===== src/rtl/dmem_load_arbiter_pkg.sv =====
// Shared types and defaults for the data-memory load arbiter.
package dmem_load_arbiter_pkg;

   localparam int unsigned DEF_ADDR_W     = 4;
   localparam int unsigned DEF_DATA_W     = 16;
   localparam int unsigned DEF_STARVE_MAX = 4;
   localparam int unsigned BYTE_W         = 8;

   // Little-endian stream: the first byte received fills the low half of the word.
   localparam bit FIRST_BYTE_LOW = 1'b1;

   typedef enum logic [2:0] {
      IDLE = 3'd0,
      LO   = 3'd1,
      HI   = 3'd2,
      PEND = 3'd3,
      DONE = 3'd4
   } state_e;

endpackage


===== src/rtl/dmem_byte_packer.sv =====
// Assembles two UART bytes into one memory word and owns the rx handshake.
module dmem_byte_packer
   import dmem_load_arbiter_pkg::*;
#(
   parameter int unsigned DATA_W = DEF_DATA_W
) (
   input  logic              clk,
   input  logic              reset,
   input  logic              in_lo,
   input  logic              in_hi,
   input  logic              accept_d,
   input  logic              abort,
   input  logic              rx_valid,
   input  logic [BYTE_W-1:0] rx_byte,
   output logic              rx_ready,
   output logic              byte_xfer_c,
   output logic              word_valid_c,
   output logic [DATA_W-1:0] word_data
);

   localparam int unsigned HALF_W = DATA_W / 2;

   logic              rx_ready_q;
   logic [DATA_W-1:0] data_q;
   logic [DATA_W-1:0] data_d;

   // An abort in the same cycle wins over the byte transfer.
   assign byte_xfer_c  = rx_valid & rx_ready_q & ~abort;
   assign word_valid_c = byte_xfer_c & in_hi;
   assign rx_ready     = rx_ready_q;
   assign word_data    = data_q;

   // Steer the accepted byte into the half selected by the current byte phase.
   always_comb begin
      data_d = data_q;
      if (byte_xfer_c && (in_lo || in_hi)) begin
         if (in_lo == FIRST_BYTE_LOW) begin
            data_d[HALF_W-1:0] = HALF_W'(rx_byte);
         end else begin
            data_d[DATA_W-1:HALF_W] = HALF_W'(rx_byte);
         end
      end
   end

   // Word register and registered ready flag.
   always_ff @(posedge clk or negedge reset) begin
      if (!reset) begin
         rx_ready_q <= 1'b0;
         data_q     <= '0;
      end else begin
         rx_ready_q <= accept_d;
         data_q     <= data_d;
      end
   end

endmodule


===== src/rtl/dmem_load_arbiter.sv =====
// Shares the data-memory write port between the CPU and a UART word loader.
module dmem_load_arbiter
   import dmem_load_arbiter_pkg::*;
#(
   parameter int unsigned ADDR_W     = DEF_ADDR_W,
   parameter int unsigned DATA_W     = DEF_DATA_W,
   parameter int unsigned STARVE_MAX = DEF_STARVE_MAX
) (
   input  logic              clk,
   input  logic              reset,
   input  logic              cpu_we,
   input  logic [ADDR_W-1:0] cpu_addr,
   input  logic [DATA_W-1:0] cpu_wdata,
   output logic              cpu_stall,
   input  logic              load_start,
   input  logic [ADDR_W-1:0] load_base,
   input  logic [ADDR_W:0]   load_len,
   input  logic              load_abort,
   input  logic              rx_valid,
   input  logic [BYTE_W-1:0] rx_byte,
   output logic              rx_ready,
   output logic              mem_we,
   output logic [ADDR_W-1:0] mem_addr,
   output logic [DATA_W-1:0] mem_wdata,
   output logic              load_busy,
   output logic              load_done
);

   localparam int unsigned CNT_W = $clog2(STARVE_MAX + 1);

   state_e            state_q, state_d;
   logic [CNT_W-1:0]  wait_cnt_q, wait_cnt_d;
   logic [ADDR_W:0]   word_cnt_q, word_cnt_d;
   logic [ADDR_W-1:0] addr_q, addr_d;
   logic              load_busy_q, load_busy_d;
   logic              load_done_q, load_done_d;
   logic              cpu_stall_q, cpu_stall_d;
   logic              accept_d;
   logic              starved_c;
   logic              loader_wr_c;
   logic              byte_xfer_c;
   logic              word_valid_c;
   logic [DATA_W-1:0] word_data;

   dmem_byte_packer #(
      .DATA_W (DATA_W)
   ) u_packer (
      .clk          (clk),
      .reset        (reset),
      .in_lo        (state_q == LO),
      .in_hi        (state_q == HI),
      .accept_d     (accept_d),
      .abort        (load_abort),
      .rx_valid     (rx_valid),
      .rx_byte      (rx_byte),
      .rx_ready     (rx_ready),
      .byte_xfer_c  (byte_xfer_c),
      .word_valid_c (word_valid_c),
      .word_data    (word_data)
   );

   // Next-state, counters and the loader-write decision.
   always_comb begin
      state_d     = state_q;
      wait_cnt_d  = wait_cnt_q;
      word_cnt_d  = word_cnt_q;
      addr_d      = addr_q;
      loader_wr_c = 1'b0;
      starved_c   = (wait_cnt_q == CNT_W'(STARVE_MAX));

      case (state_q)
         IDLE: begin
            if (load_start) begin
               if (load_len != '0) begin
                  state_d    = LO;
                  addr_d     = load_base;
                  word_cnt_d = load_len;
               end else begin
                  state_d = DONE;
               end
            end
         end
         LO: begin
            if (load_abort) begin
               state_d = IDLE;
            end else if (byte_xfer_c) begin
               state_d = HI;
            end
         end
         HI: begin
            if (load_abort) begin
               state_d = IDLE;
            end else if (word_valid_c) begin
               state_d = PEND;
            end
         end
         PEND: begin
            if (load_abort) begin
               state_d = IDLE;
            end else if (!cpu_we || starved_c) begin
               // Loader takes the port: idle CPU, or CPU stalled after starvation.
               loader_wr_c = 1'b1;
               addr_d      = addr_q + ADDR_W'(1);
               word_cnt_d  = word_cnt_q - (ADDR_W + 1)'(1);
               state_d     = (word_cnt_q == (ADDR_W + 1)'(1)) ? DONE : LO;
            end else begin
               wait_cnt_d = wait_cnt_q + CNT_W'(1);
            end
         end
         DONE: begin
            state_d = IDLE;
         end
         default: begin
            state_d = IDLE;
         end
      endcase

      // The starvation count only lives while a word is waiting.
      if (state_d != PEND || loader_wr_c) begin
         wait_cnt_d = '0;
      end

      load_busy_d = (state_d != IDLE);
      load_done_d = (state_d == DONE);
      cpu_stall_d = (state_d == PEND) && (wait_cnt_d == CNT_W'(STARVE_MAX));
      accept_d    = (state_d == LO) || (state_d == HI);
   end

   // Memory port: CPU pass-through except in a loader write cycle.
   always_comb begin
      mem_we    = cpu_we;
      mem_addr  = cpu_addr;
      mem_wdata = cpu_wdata;
      if (loader_wr_c) begin
         mem_we    = 1'b1;
         mem_addr  = addr_q;
         mem_wdata = word_data;
      end
   end

   // State, counters and registered status outputs.
   always_ff @(posedge clk or negedge reset) begin
      if (!reset) begin
         state_q     <= IDLE;
         wait_cnt_q  <= '0;
         word_cnt_q  <= '0;
         addr_q      <= '0;
         load_busy_q <= 1'b0;
         load_done_q <= 1'b0;
         cpu_stall_q <= 1'b0;
      end else begin
         state_q     <= state_d;
         wait_cnt_q  <= wait_cnt_d;
         word_cnt_q  <= word_cnt_d;
         addr_q      <= addr_d;
         load_busy_q <= load_busy_d;
         load_done_q <= load_done_d;
         cpu_stall_q <= cpu_stall_d;
      end
   end

   assign load_busy = load_busy_q;
   assign load_done = load_done_q;
   assign cpu_stall = cpu_stall_q;

endmodule


===== config.mk =====
export PLATFORM = sky130hd
export DESIGN_NAME = dmem_load_arbiter
export DESIGN_NICKNAME = d
export VERILOG_FILES = /design/src/rtl/dmem_load_arbiter_pkg.sv /design/src/rtl/dmem_byte_packer.sv /design/src/rtl/dmem_load_arbiter.sv
export SDC_FILE = /design/constraint.sdc
export NUM_CORES = 1
export LEC_CHECK = 0
export ABC_AREA = 1
export CORE_UTILIZATION = 35
export CTS_BUF_LIST = sky130_fd_sc_hd__clkbuf_2
export CTS_CLUSTER_DIAMETER = 30
export DETAILED_ROUTE_END_ITERATION = 8
export PLACE_DENSITY = 0.67
export SETUP_SLACK_MARGIN = 0.15
export SLEW_MARGIN = 25
export SYNTH_ARGS = -nofsm -noshare
export SYNTH_HDL_FRONTEND = slang
export SYNTH_SLANG_ARGS = --single-unit

===== constraint.sdc =====
create_clock -name clk -period 2.3 [get_ports clk]
set_clock_uncertainty 0.15 [all_clocks]
set_input_delay 0.69 -clock clk [delete_from_list [all_inputs] [get_ports clk]]
set_output_delay 0.69 -clock clk [all_outputs]
set_load 0.005 [all_outputs]

==> impl_summary.txt <==
----------------------------------------------------
[Floorplan]
  Starting density of the core ... between 30% and 40%
  Total Die Area ... roughly 6000 um2
  Floorplan row count ... 27
  Height of the die ... about 78 um
  Core Footprint ... 5510 um2
  Floorplan die width ... around 78 um
  I/O pin count ... roughly 70

[Timing]
  Unrepaired setup endpoints after global routing ... yes
  Number of setup violations in the final report ... 21
  Clock period minus worst slack ... ~2.7 ns
  Slew HR ... 68.8%
  Top achievable clock speed ... 0.365 GHz
  Slew Viols, Final ... 0
  Final WS setup ... -0.436 ns
  Period utilization ... 119%
  Hold violation count in the final report ... 0
  Slew at the pin with the worst max-slew slack ... 0.468 ns

[Routing]
  Vias ... between 1500 and 2000
  Number of nets with antenna violations after detailed routing ... 0
  Number of iterations in the first detailed-routing pass ... 4
  1st-iter DRT viols ... 64
  Vias/cell ... around 4.6
  Total length of routed wires ... around 5000 um
  DRC Markers ... 0
  Final routed wire length divided by cell count ... about 12 um

[Synth]
  Number of synthesized register bits ... 35
  Number of nets in the synthesized netlist ... ~280
  Most repeated cell in the gate-level netlist after synthesis ... nand2_1
  Number of standard cells after synthesis ... between 200 and 250
  Synth area leaders ... dfrtp_1, mux2_4, nand2_1, o21ai_0, inv_1
  Cell type with the highest aggregate area in the netlist ... dfrtp_1
  Count of flip-flops with a built-in enable after synthesis ... 0
  Part of the Yosys area used for sequential elements ... approximately 44%
  Number of distinct standard cells referenced by the synthesized netlist ... 28
  Top post-synthesis cells by count ... nand2_1, dfrtp_1, inv_1, o21ai_0, nor2_1
  Proportion of netlist area held by the largest area contributor ... between 40% and 50%
  Most common flop cell mapped by yosys ... dfrtp_1
  Syn avg cell area ... ~8.8 um2
  Share of flip-flops with an asynchronous set or reset ... 100%
  Post-synthesis instance area ... approximately 2000 um2
  Number of warnings reported in the yosys synthesis log ... 0

[Power and ir drop]
  Final Power ... around 2.2 mW
  Power Density ... 670 nW/um2
  Leakage Power ... between 1.5 and 2 nW
  Peak supply drop ... between 300 and 400 uV

[Critical path]
  Worst reg2reg path depth ... 12
  Worst path arrival time ... 1.90 ns
  Critical Path RT ... approximately 1.5 ns
  Setup slack of the most critical reg-to-reg path ... about 0.31 ns
  Critical-path maximum fanout ... 7
  Critical path start-end classification ... reg -> out
  Critical Path End Type ... output port
  Setup crit start kind ... register

[Layout]
  Ant. Diodes ... 0
  Footprint of the multi-input gates ... 1020 um2
  Area occupied by registers ... about 900 um2
  Total Nets Final ... 380
  Core Util, Final ... approximately three fifths
  Fill cell count ... roughly 500
  Share of post-route cells with drive strength above 1 ... a little under a third
  Area grow syn2layout ... 61.4%

[Global routing]
  Via count of the first global-routing pass ... ~1700
  Tot GR Track Use ... around 17%
  Number of antenna violations at the first check in global routing ... 0
  Overflow left after global routing ... 0
  Largest net degree at the start of global routing ... 36
  Wire length of the first global-routing pass ... ~7800 um

[Clock tree]
  TritonCTS clock tree ... yes
  Clock Pin Slew Worst Setup and Hold Paths ... around 0.18 ns
  CTS sink cnt ... 35
  Clock H-tree levels ... 2
  CTS Buf Count ... 5
  Clock root buffer master ... clkbuf_2
  Clk Latency, worst-skew pair ... 0.36 ns
  Count of hold buffers inserted by post-cts repair ... 0
  Buffers from clock root to sink, at most ... 2

[Run status]
  Result of the run ... complete, but fails checks
  Violated checks ... negative setup slack

[Placement]
  Port-buffer cells ... between 60 and 70
  Detailed Place HPWL ... 3350 um
  Routability-driven placement congestion ratio ... approximately 0.8

[Hold path]
  Hold Path Cell Cnt ... 2
  Worst Hold Class ... reg -> reg

[Flow run]
  Max capacitance violation total ... 0

----------------------------------------------------
[worst max-delay path: stages (launching register included)]
cell     delay [ns]
dfrtp_1        0.42
inv_2          0.08
ha_4           0.12
nand2_2        0.04
nand2_2        0.08
nand2_4        0.10
buf_12         0.16
buf_12         0.12
mux2_4         0.29
buf_6          0.12
[cells by family after synthesis]
family | Yosys count | synth area share (%)
compound gates | 39 | 10.2
xor+xnor | 5 | 2.18
mux | 17 | 12.2
buf+inv | 40 | 8.61
fa+ha+maj | 5 | 3.12
simple gates | 88 | 20.0
flops | 35 | 43.7
[timing repair]
item,in CTS,in global routing
gates resized for setup,118,18
pin swaps,5,3
buffers inserted,17,5
endpoints found under the setup margin,22,21
cloned,1,0
[cells in the final DEF, fill, tap and decap left out, drive strengths merged, types with 2 or more instances in the layout]
cell	instances
a21oi	2
buf	57
clkbuf	5
clkdlybuf4s50	43
clkinv	2
dfrtp	35
dlygate4sd2	2
ha	5
inv	33
mux2	17
nand2	54
nand3	13
nand4	2
nor2	16
o211ai	2
o21ai	33
xor2	4
[report_power, final]
group	switching, mW	internal, mW
logic	0.390	0.415
clock network	0.201	0.179
registers	0.147	0.836
[per-layer routing]
layer | global-route usage (%) | routed length, um
met5 | 0 | 0
met4 | 6.42 | 99
met3 | 2.59 | 205
met1 | 20.6 | 2170
met2 | 28.4 | 2390
[final timing paths]
path                                         from                     end
min reg2reg                u_packer.word_data[10]  u_packer.word_data[10]
max                                 wait_cnt_q[1]            mem_wdata[6]
max reg2reg                         wait_cnt_q[1]           word_cnt_q[4]
min in group asynchronous                   reset   u_packer.word_data[8]
min                        u_packer.word_data[10]  u_packer.word_data[10]
max in group asynchronous                   reset              state_q[2]
[state kept, by name, indices dropped and copies added (netlist names)]
signal              flops
u_packer.rx_ready       1
state_q                 3
addr_q                  4
cpu_stall               1
u_packer.word_data     16
load_done               1
wait_cnt_q              3
load_busy               1
word_cnt_q              5
[metrics by stage]
step           setup TNS [ns]  hold slack [ns]  worst slack (ns)  instances  cell area, um2
2_1_floorplan               0            0.244             0.123        229            2010
3_3_place_gp           -17.96            0.316            -0.883        374            2840
3_5_place_dp           -18.32            0.320            -0.910        374            2840
4_1_cts                 -8.39            0.364            -0.469        400            3110
5_1_grt                 -9.73            0.393            -0.527        405            3230
6_report                -7.79            0.364            -0.436        405            3230
[layout make-up]
class                           instances  share of cell area [%]
Timing Repair Buffer                  103                    32.7
Inverter                               33                    3.83
Clock inverter                          3                    1.20
Multi-Input combinational cell        154                    31.6
Clock buffer                            5                   0.774
Sequential cell                        35                    27.1
Tap cell                               72                    2.79
(Power assumes the default switching activity.)
